[config.mk]
export PLATFORM = sky130hd
export DESIGN_NAME = bcd_divisibility_sequencer
export DESIGN_NICKNAME = d
export VERILOG_FILES = /design/src/rtl/bcd_divisibility_sequencer.sv
export SDC_FILE = /design/constraint.sdc
export NUM_CORES = 1
export LEC_CHECK = 0
export BUFFER_PORTS_ARGS = -buffer_cell sky130_fd_sc_hd__buf_2
export CORE_ASPECT_RATIO = 1.4
export CORE_MARGIN = 1.5
export CORE_UTILIZATION = 25
export DETAILED_ROUTE_END_ITERATION = 8
export GPL_ROUTABILITY_DRIVEN = 0
export PLACE_DENSITY = 0.51
export SYNTH_ARGS = -nofsm -noshare
export SYNTH_HDL_FRONTEND = slang
export SYNTH_SLANG_ARGS = --single-unit
[constraint.sdc]
create_clock -name clk -period 4.5 [get_ports clk]
set_input_delay 0.9 -clock clk [delete_from_list [all_inputs] [get_ports clk]]
set_output_delay 0.9 -clock clk [all_outputs]
set_load 0.02 [all_outputs]
[src/rtl/bcd_divisibility_sequencer.sv]
// rtl/bcd_divisibility_sequencer.sv - serial 4-digit BCD divisibility-by-3/11 sequencer
//
// Accepts one BCD digit per digit_valid/digit_ready handshake, MSD first,
// keeping running remainders mod 3 and mod 11. After the fourth digit the
// verdict is held behind a result_valid/result_ready handshake.
//
// Ports:
//   clk          rising-edge clock
//   rst          asynchronous active-high reset
//   digit_in     BCD digit, most-significant first
//   digit_valid  digit_in is presented
//   digit_ready  block accepts a digit this cycle (COLLECT)
//   result_valid verdict for the completed number is held (REPORT)
//   result_ready consumer takes the verdict
//   div3         number divisible by 3
//   div11        number divisible by 11
//   result       div3 | div11, forced 0 when bcd_error
//   bcd_error    at least one digit of the number was > 9
module bcd_divisibility_sequencer (
  input  logic       clk,
  input  logic       rst,
  input  logic [3:0] digit_in,
  input  logic       digit_valid,
  output logic       digit_ready,
  output logic       result_valid,
  input  logic       result_ready,
  output logic       div3,
  output logic       div11,
  output logic       result,
  output logic       bcd_error
);

  typedef enum logic {
    COLLECT = 1'b0,
    REPORT  = 1'b1
  } state_t;

  state_t     state_q, state_d;
  logic [1:0] cnt_q, cnt_d;
  logic [1:0] r3_q, r3_d;
  logic [3:0] r11_q, r11_d;
  logic       err_q, err_d;
  logic       div3_q, div3_d;
  logic       div11_q, div11_d;
  logic       result_q, result_d;
  logic       bcd_error_q, bcd_error_d;

  logic       accept;
  logic [4:0] sum3;
  logic [4:0] red3;
  logic [1:0] r3_next;
  logic [4:0] sum11;
  logic [4:0] red11;
  logic [3:0] r11_next;
  logic       err_next;

  // Remainder arithmetic for the digit currently presented.
  always_comb begin
    // r3 + d is at most 17; peeling 12, 6 and 3 reduces any 0..23 exactly.
    sum3 = {3'b000, r3_q} + {1'b0, digit_in};
    red3 = sum3;
    if (red3 >= 5'd12) red3 = red3 - 5'd12;
    if (red3 >= 5'd6)  red3 = red3 - 5'd6;
    if (red3 >= 5'd3)  red3 = red3 - 5'd3;
    r3_next = red3[1:0];

    // 10 == -1 (mod 11), so appending a digit maps r to (d - r) mod 11.
    // Biasing by 11 keeps the intermediate positive (1..20 for BCD digits).
    sum11 = {1'b0, digit_in} + 5'd11 - {1'b0, r11_q};
    red11 = (sum11 >= 5'd11) ? (sum11 - 5'd11) : sum11;
    r11_next = red11[3:0];

    err_next = err_q | (digit_in > 4'd9);
  end

  // Next-state and register updates.
  always_comb begin
    state_d     = state_q;
    cnt_d       = cnt_q;
    r3_d        = r3_q;
    r11_d       = r11_q;
    err_d       = err_q;
    div3_d      = div3_q;
    div11_d     = div11_q;
    result_d    = result_q;
    bcd_error_d = bcd_error_q;
    accept      = 1'b0;

    case (state_q)
      COLLECT: begin
        accept = digit_valid;
        if (accept) begin
          if (cnt_q == 2'd3) begin
            div3_d      = (r3_next == 2'd0);
            div11_d     = (r11_next == 4'd0);
            bcd_error_d = err_next;
            result_d    = ((r3_next == 2'd0) | (r11_next == 4'd0)) & ~err_next;
            // Accumulators restart so the next number begins clean.
            cnt_d       = 2'd0;
            r3_d        = 2'd0;
            r11_d       = 4'd0;
            err_d       = 1'b0;
            state_d     = REPORT;
          end else begin
            cnt_d = cnt_q + 2'd1;
            r3_d  = r3_next;
            r11_d = r11_next;
            err_d = err_next;
          end
        end
      end
      REPORT: begin
        // Digits are not taken here; digit_ready is low so none are lost.
        if (result_ready) state_d = COLLECT;
      end
      default: state_d = COLLECT;
    endcase
  end

  always_ff @(posedge clk or posedge rst) begin
    if (rst) begin
      state_q     <= COLLECT;
      cnt_q       <= 2'd0;
      r3_q        <= 2'd0;
      r11_q       <= 4'd0;
      err_q       <= 1'b0;
      div3_q      <= 1'b0;
      div11_q     <= 1'b0;
      result_q    <= 1'b0;
      bcd_error_q <= 1'b0;
    end else begin
      state_q     <= state_d;
      cnt_q       <= cnt_d;
      r3_q        <= r3_d;
      r11_q       <= r11_d;
      err_q       <= err_d;
      div3_q      <= div3_d;
      div11_q     <= div11_d;
      result_q    <= result_d;
      bcd_error_q <= bcd_error_d;
    end
  end

  assign digit_ready  = (state_q == COLLECT);
  assign result_valid = (state_q == REPORT);
  assign div3         = div3_q;
  assign div11        = div11_q;
  assign result       = result_q;
  assign bcd_error    = bcd_error_q;

endmodule

Word-level counts from Yosys, hierarchy flattened

Index checks and enable logic that the tools add are counted.

Bits in registers: 14
Output and inout bits: 6

Add/sub/neg operators: 8
Order comparisons: 5
Equality and inequality tests: 1
Muxes and demuxes: 12
Bitwise gates (word level): 5
Reduce and logical (&&, ||, !) cells: 4

Operator list:

| operator                                             | count |
|---|---|
| >= comparator 5 x 4 -> 1 bit (second input constant) | 2 |
| 2-to-1 mux 5 bit                                     | 2 |
| 2-to-1 mux 4 bit                                     | 2 |
| 2-to-1 mux 2 bit                                     | 3 |
| adder 2 x 4 -> 5 bit                                 | 1 |
| adder 4 x 4 -> 5 bit (second input constant)         | 1 |
| >= comparator 5 x 2 -> 1 bit (second input constant) | 1 |
| >= comparator 5 x 3 -> 1 bit (second input constant) | 1 |
| subtractor 5 x 3 -> 5 bit (second input constant)    | 1 |
| subtractor 5 x 4 -> 5 bit                            | 1 |
| subtractor 5 x 4 -> 5 bit (second input constant)    | 1 |
| > comparator 4 bit (second input constant)           | 1 |
| zero test 4 bit                                      | 1 |
| 2-to-1 mux 1 bit                                     | 4 |
| subtractor 4 bit (second input constant)             | 1 |
| AND reduction 3 bit                                  | 1 |
| adder 2 x 1 -> 2 bit (second input constant)         | 1 |
| == test 2 bit (second input constant)                | 1 |
| zero test 2 bit                                      | 1 |
| inverter 1 bit                                       | 2 |
| OR 1 bit                                             | 2 |
| case mux 1 bit (2 select lines)                      | 1 |
| AND reduction 2 bit                                  | 1 |
| subtractor 2 bit (second input constant)             | 1 |
| bitwise AND 1 bit                                    | 1 |

Longest topological paths before layout

Depth in word-level cells: 10
Gate-level depth with buffers: 17
Mapped depth without buffers: 16

Worst setup path before layout

Ideal clock, no wire load.

Path kind: input port to flip-flop
Start point: input digit_in[0]
End point: register result_q (netlist: result)
Data arrival time: 4.137 ns
Required time: 4.396 ns
Slack: 0.260 ns
Stages: 16
Buffers on the path: 1
Cell sequence: ha_1 inv_1 fa_1 buf_4 xnor2_1 ha_1 inv_1 a2111oi_1 a21oi_1 o2111ai_1 nand2_1 ha_1 a41oi_2 nand4_2 mux2_4 o41ai_2

Longest elaborated chain between the ends: 10

Ends and longest elaborated chain:

| item                                                                             | line | source |
|---|---|---|
| start: declaration                                                               | 22   | `input logic [3:0] digit_in,` |
| adder 2 x 4 -> 5 bit                                                             | 60   | `sum3 = {3'b000, r3_q} + {1'b0, digit_in};` |
| subtractor 5 x 4 -> 5 bit / >= comparator 5 x 4 -> 1 bit (equally long branches) | 62   | `if (red3 >= 5'd12) red3 = red3 - 5'd12;` |
| 2-to-1 mux 5 bit                                                                 | 62   |  |
| subtractor 5 x 3 -> 5 bit / >= comparator 5 x 3 -> 1 bit (equally long branches) | 63   | `if (red3 >= 5'd6) red3 = red3 - 5'd6;` |
| 2-to-1 mux 5 bit                                                                 | 63   |  |
| >= comparator 5 x 2 -> 1 bit / subtractor 2 bit (equally long branches)          | 64   | `if (red3 >= 5'd3) red3 = red3 - 5'd3;` |
| 2-to-1 mux 2 bit                                                                 | 64   |  |
| zero test 2 bit                                                                  | 97   | `result_d = ((r3_next == 2'd0) \| (r11_next == 4'd0)) & ~err_next;` |
| OR 1 bit                                                                         | 97   |  |
| bitwise AND 1 bit (*)                                                            | 97   |  |
| end signal: assignment                                                           | 139  | `result_q <= result_d;` |
| end: declaration                                                                 | 45   | `logic result_q, result_d;` |

Mark *: on every way between the ends. The rest lies on a longest branch, timed or not.
A chain may end at the register's enable or synchronous reset.

Worst setup path after layout

Same ends and word-level chain as after synthesis.

==> out/qor.yml <==
async_reset_ff_share_pct: 100
ctsResizeCount: 0
netlist.area_leader.share_pct: 24.4
path_class: "in2reg"
totalWireLength_um: 3060
power_frac_clock_pct: 9.2
grt_max_degree: 16
cap_violations: 0
maxSlewViolCount: 0
cts_setup_buffers: 0
synthesis.area_um2: 1430
finalSetupViolations: 0
syn2layout_area_growth_pct: 14.2
placedCellCount: 241
synth_seq_area_share_pct: 24.4
drtAntennaViolNets: 0
min_path_cells: 2
hold_buffers: 0
fill_cells: 600
antenna_found_initial: 0
max_freq_ghz: 0.241
die_x_um: 67.0
core_area_um2: 5530
hold_path_class: "reg2reg"
p_seq_share_pct: 16.9
synth-edff-count: 0
grt_pass1_wl_um: 5540
clock_skew_ns: 0.00195
yosys-top-cells-count: "inv_1 (20), dfrtp_1 (14), ha_1 (14)"
critical_path_required_ns: 4.64
wl_per_cell_um: 12.5
ir_drop_v: 0.000232
cts_sinks: 14
post-place-ws_ns: 0.0973
clk-insertion-delay-late_ns: 0.24
die_y_um: 92.6
power.internal_mw: 0.715
ys_top_cells_by_area: "dfrtp_1 (24%), ha_1 (12%), inv_1 (5.2%), nor2b_1 (3.9%), a22o_1 (3.1%)"
pin_count: 14
portBuffers: 13
tightest_slew_ns: 0.619
synth_most_common_cell: "inv_1"
max_slew_margin_pct: 58.7
dr_total_vias: 1191
p_leak_nw: 0.757
htree_levels: 1
p_total_mw: 1.29
overflow: 0
setup_ws_ns: 0.353
final_nets: 202
synth_area_per_cell_um2: 8.91
post-dp-hpwl_um: 2480
clk_pin_slew_ns: 0.05
cts_root_buf: "clkbuf_8"
cts_buffer_depth: 2
combPwrFrac_pct: 74.0
ys_ff_latch: 14
start_kind: "input pin"
first_pass_iters: 4
period_needed_ns: 4.15
synthDistinctLibCells: 52
drt_first_iter_violations: 46
grt_pass1_vias: 1214
drive_above_1_share_pct: 19.8
endpoint_kind: "flop"
track_usage_pct: 11.1
hold_viol: 0
cts_tree: "done"
reg2reg_slack_ns: 0.75
stdcell_count: 245
ys.flop_type: "dfrtp_1"
synth_warnings: 0
sw_frac_of_total_pct: 44.7
die-area_um2: 6210
fin_setup_tns_ns: 0
rows: 32
start_util_pct: 26.0
rsz0062_at_grt: "no"
powerDensity_nw_per_um2: 790
period_share_pct: 92.2
reg2reg_depth: 15
vias_per_cell: 4.86
arrival_ns: 4.29
synth_top_cell_by_area: "dfrtp_1"
path_max_fanout: 4
route.detailed.drc: 0
p_sw_mw: 0.578
antennaDiodeCount: 0
synthesis.nets: 185
outcome: "complete, no violations"
cts_made_buffers: 3
synth_cells: 161
==> power by group through the flow <==
| stage | sequential [mW] | clock [mW] | combinational [mW] |
|---|---|---|---|
| after global routing | 0.224 | 0.129 | 1.09 |
| after floorplan | 0.233 | 0 | 0.761 |
| after detailed placement | 0.221 | 0 | 0.959 |
| after global placement | 0.221 | 0 | 0.962 |
| after CTS | 0.219 | 0.123 | 0.966 |
| final | 0.218 | 0.119 | 0.957 |
==> routing by layer <==
layer | GRT usage (%) | share of wire [%] | vias to the layer above
li1 | - | - | 613
met1 | 13.9 | 46 | 552
met2 | 19.3 | 49 | 20
met3 | 1.22 | 2.6 | 6
met4 | 3.57 | 2.2 | 0
met5 | 0 | 0 | -
==> cells by family after synthesis <==
kind of cell,count (synthesis),share of synthesized area [%]
AND/OR/NAND/NOR,50,19.8
adder cells (fa/ha/maj),16,15.0
buffers and inverters,24,6.89
flip-flops,14,24.4
XOR/XNOR,6,3.66
multiplexers,6,4.80
AO/OA/AOI/OAI,45,25.4
==> stage by stage <==
step	util (%)	hold slack [ns]	area, um^2
2_1_floorplan	-	0.450	1430
3_3_place_gp	28.6	0.473	1580
3_5_place_dp	28.6	0.470	1580
4_1_cts	29.6	0.499	1640
5_1_grt	29.6	0.517	1640
6_report	29.6	0.494	1640
==> sequential cells by signal (all words and copies together), names as in the netlist <==
register and flops:
bcd_error 1, cnt_q 2, div11 1, div3 1
err_q 1, r11_q 4, r3_q 2, result 1
result_valid 1
==> final cells by class <==
cell class	count	area, um^2	share of cell area [%]
Multi-Input combinational cell	123	985	60.1
Inverter	20	75.1	4.58
Timing Repair Buffer	16	87.6	5.35
Sequential cell	14	350	21.4
Clock buffer	4	55.1	3.36
Tap cell	68	85.1	5.19
==> worst max-delay path, stage by stage <==
cell	delay, ns
buf_2	0.10
ha_1	0.22
inv_1	0.08
fa_1	0.41
xnor2_1	0.15
ha_1	0.31
nor2b_1	0.14
a221o_1	0.37
a21oi_1	0.30
a21o_2	0.20
nand2_1	0.06
ha_1	0.20
a41oi_2	0.18
nand4_2	0.13
mux2_4	0.34
o41ai_2	0.19
==> cell usage in the layout, fill, tap and decap left out, types with 3 or more instances in the layout <==
cell,instances
inv_1,20
ha_1,14
dfrtp_1,14
buf_2,13
nand2_1,11
nor2b_1,9
o21ai_0,8
a21oi_1,7
nor2_1,7
a22o_1,5
nand3_1,4
xnor2_1,4
clkbuf_8,4
nand2b_1,3
nand4_1,3
a31oi_1,3
mux2_2,3
buf_4,3
==> path summary, 6_finish.rpt <==
| path | startpoint | end |
|---|---|---|
| min | cnt_q[1] | cnt_q[1] |
| max | digit_in[0] | result |
| min reg2reg | cnt_q[1] | cnt_q[1] |
| max reg2reg | r3_q[0] | result |
| max in group asynchronous | rst | result |
| min in group asynchronous | rst | result_valid |
No activity file was read; power rests on OpenSTA's default activity.
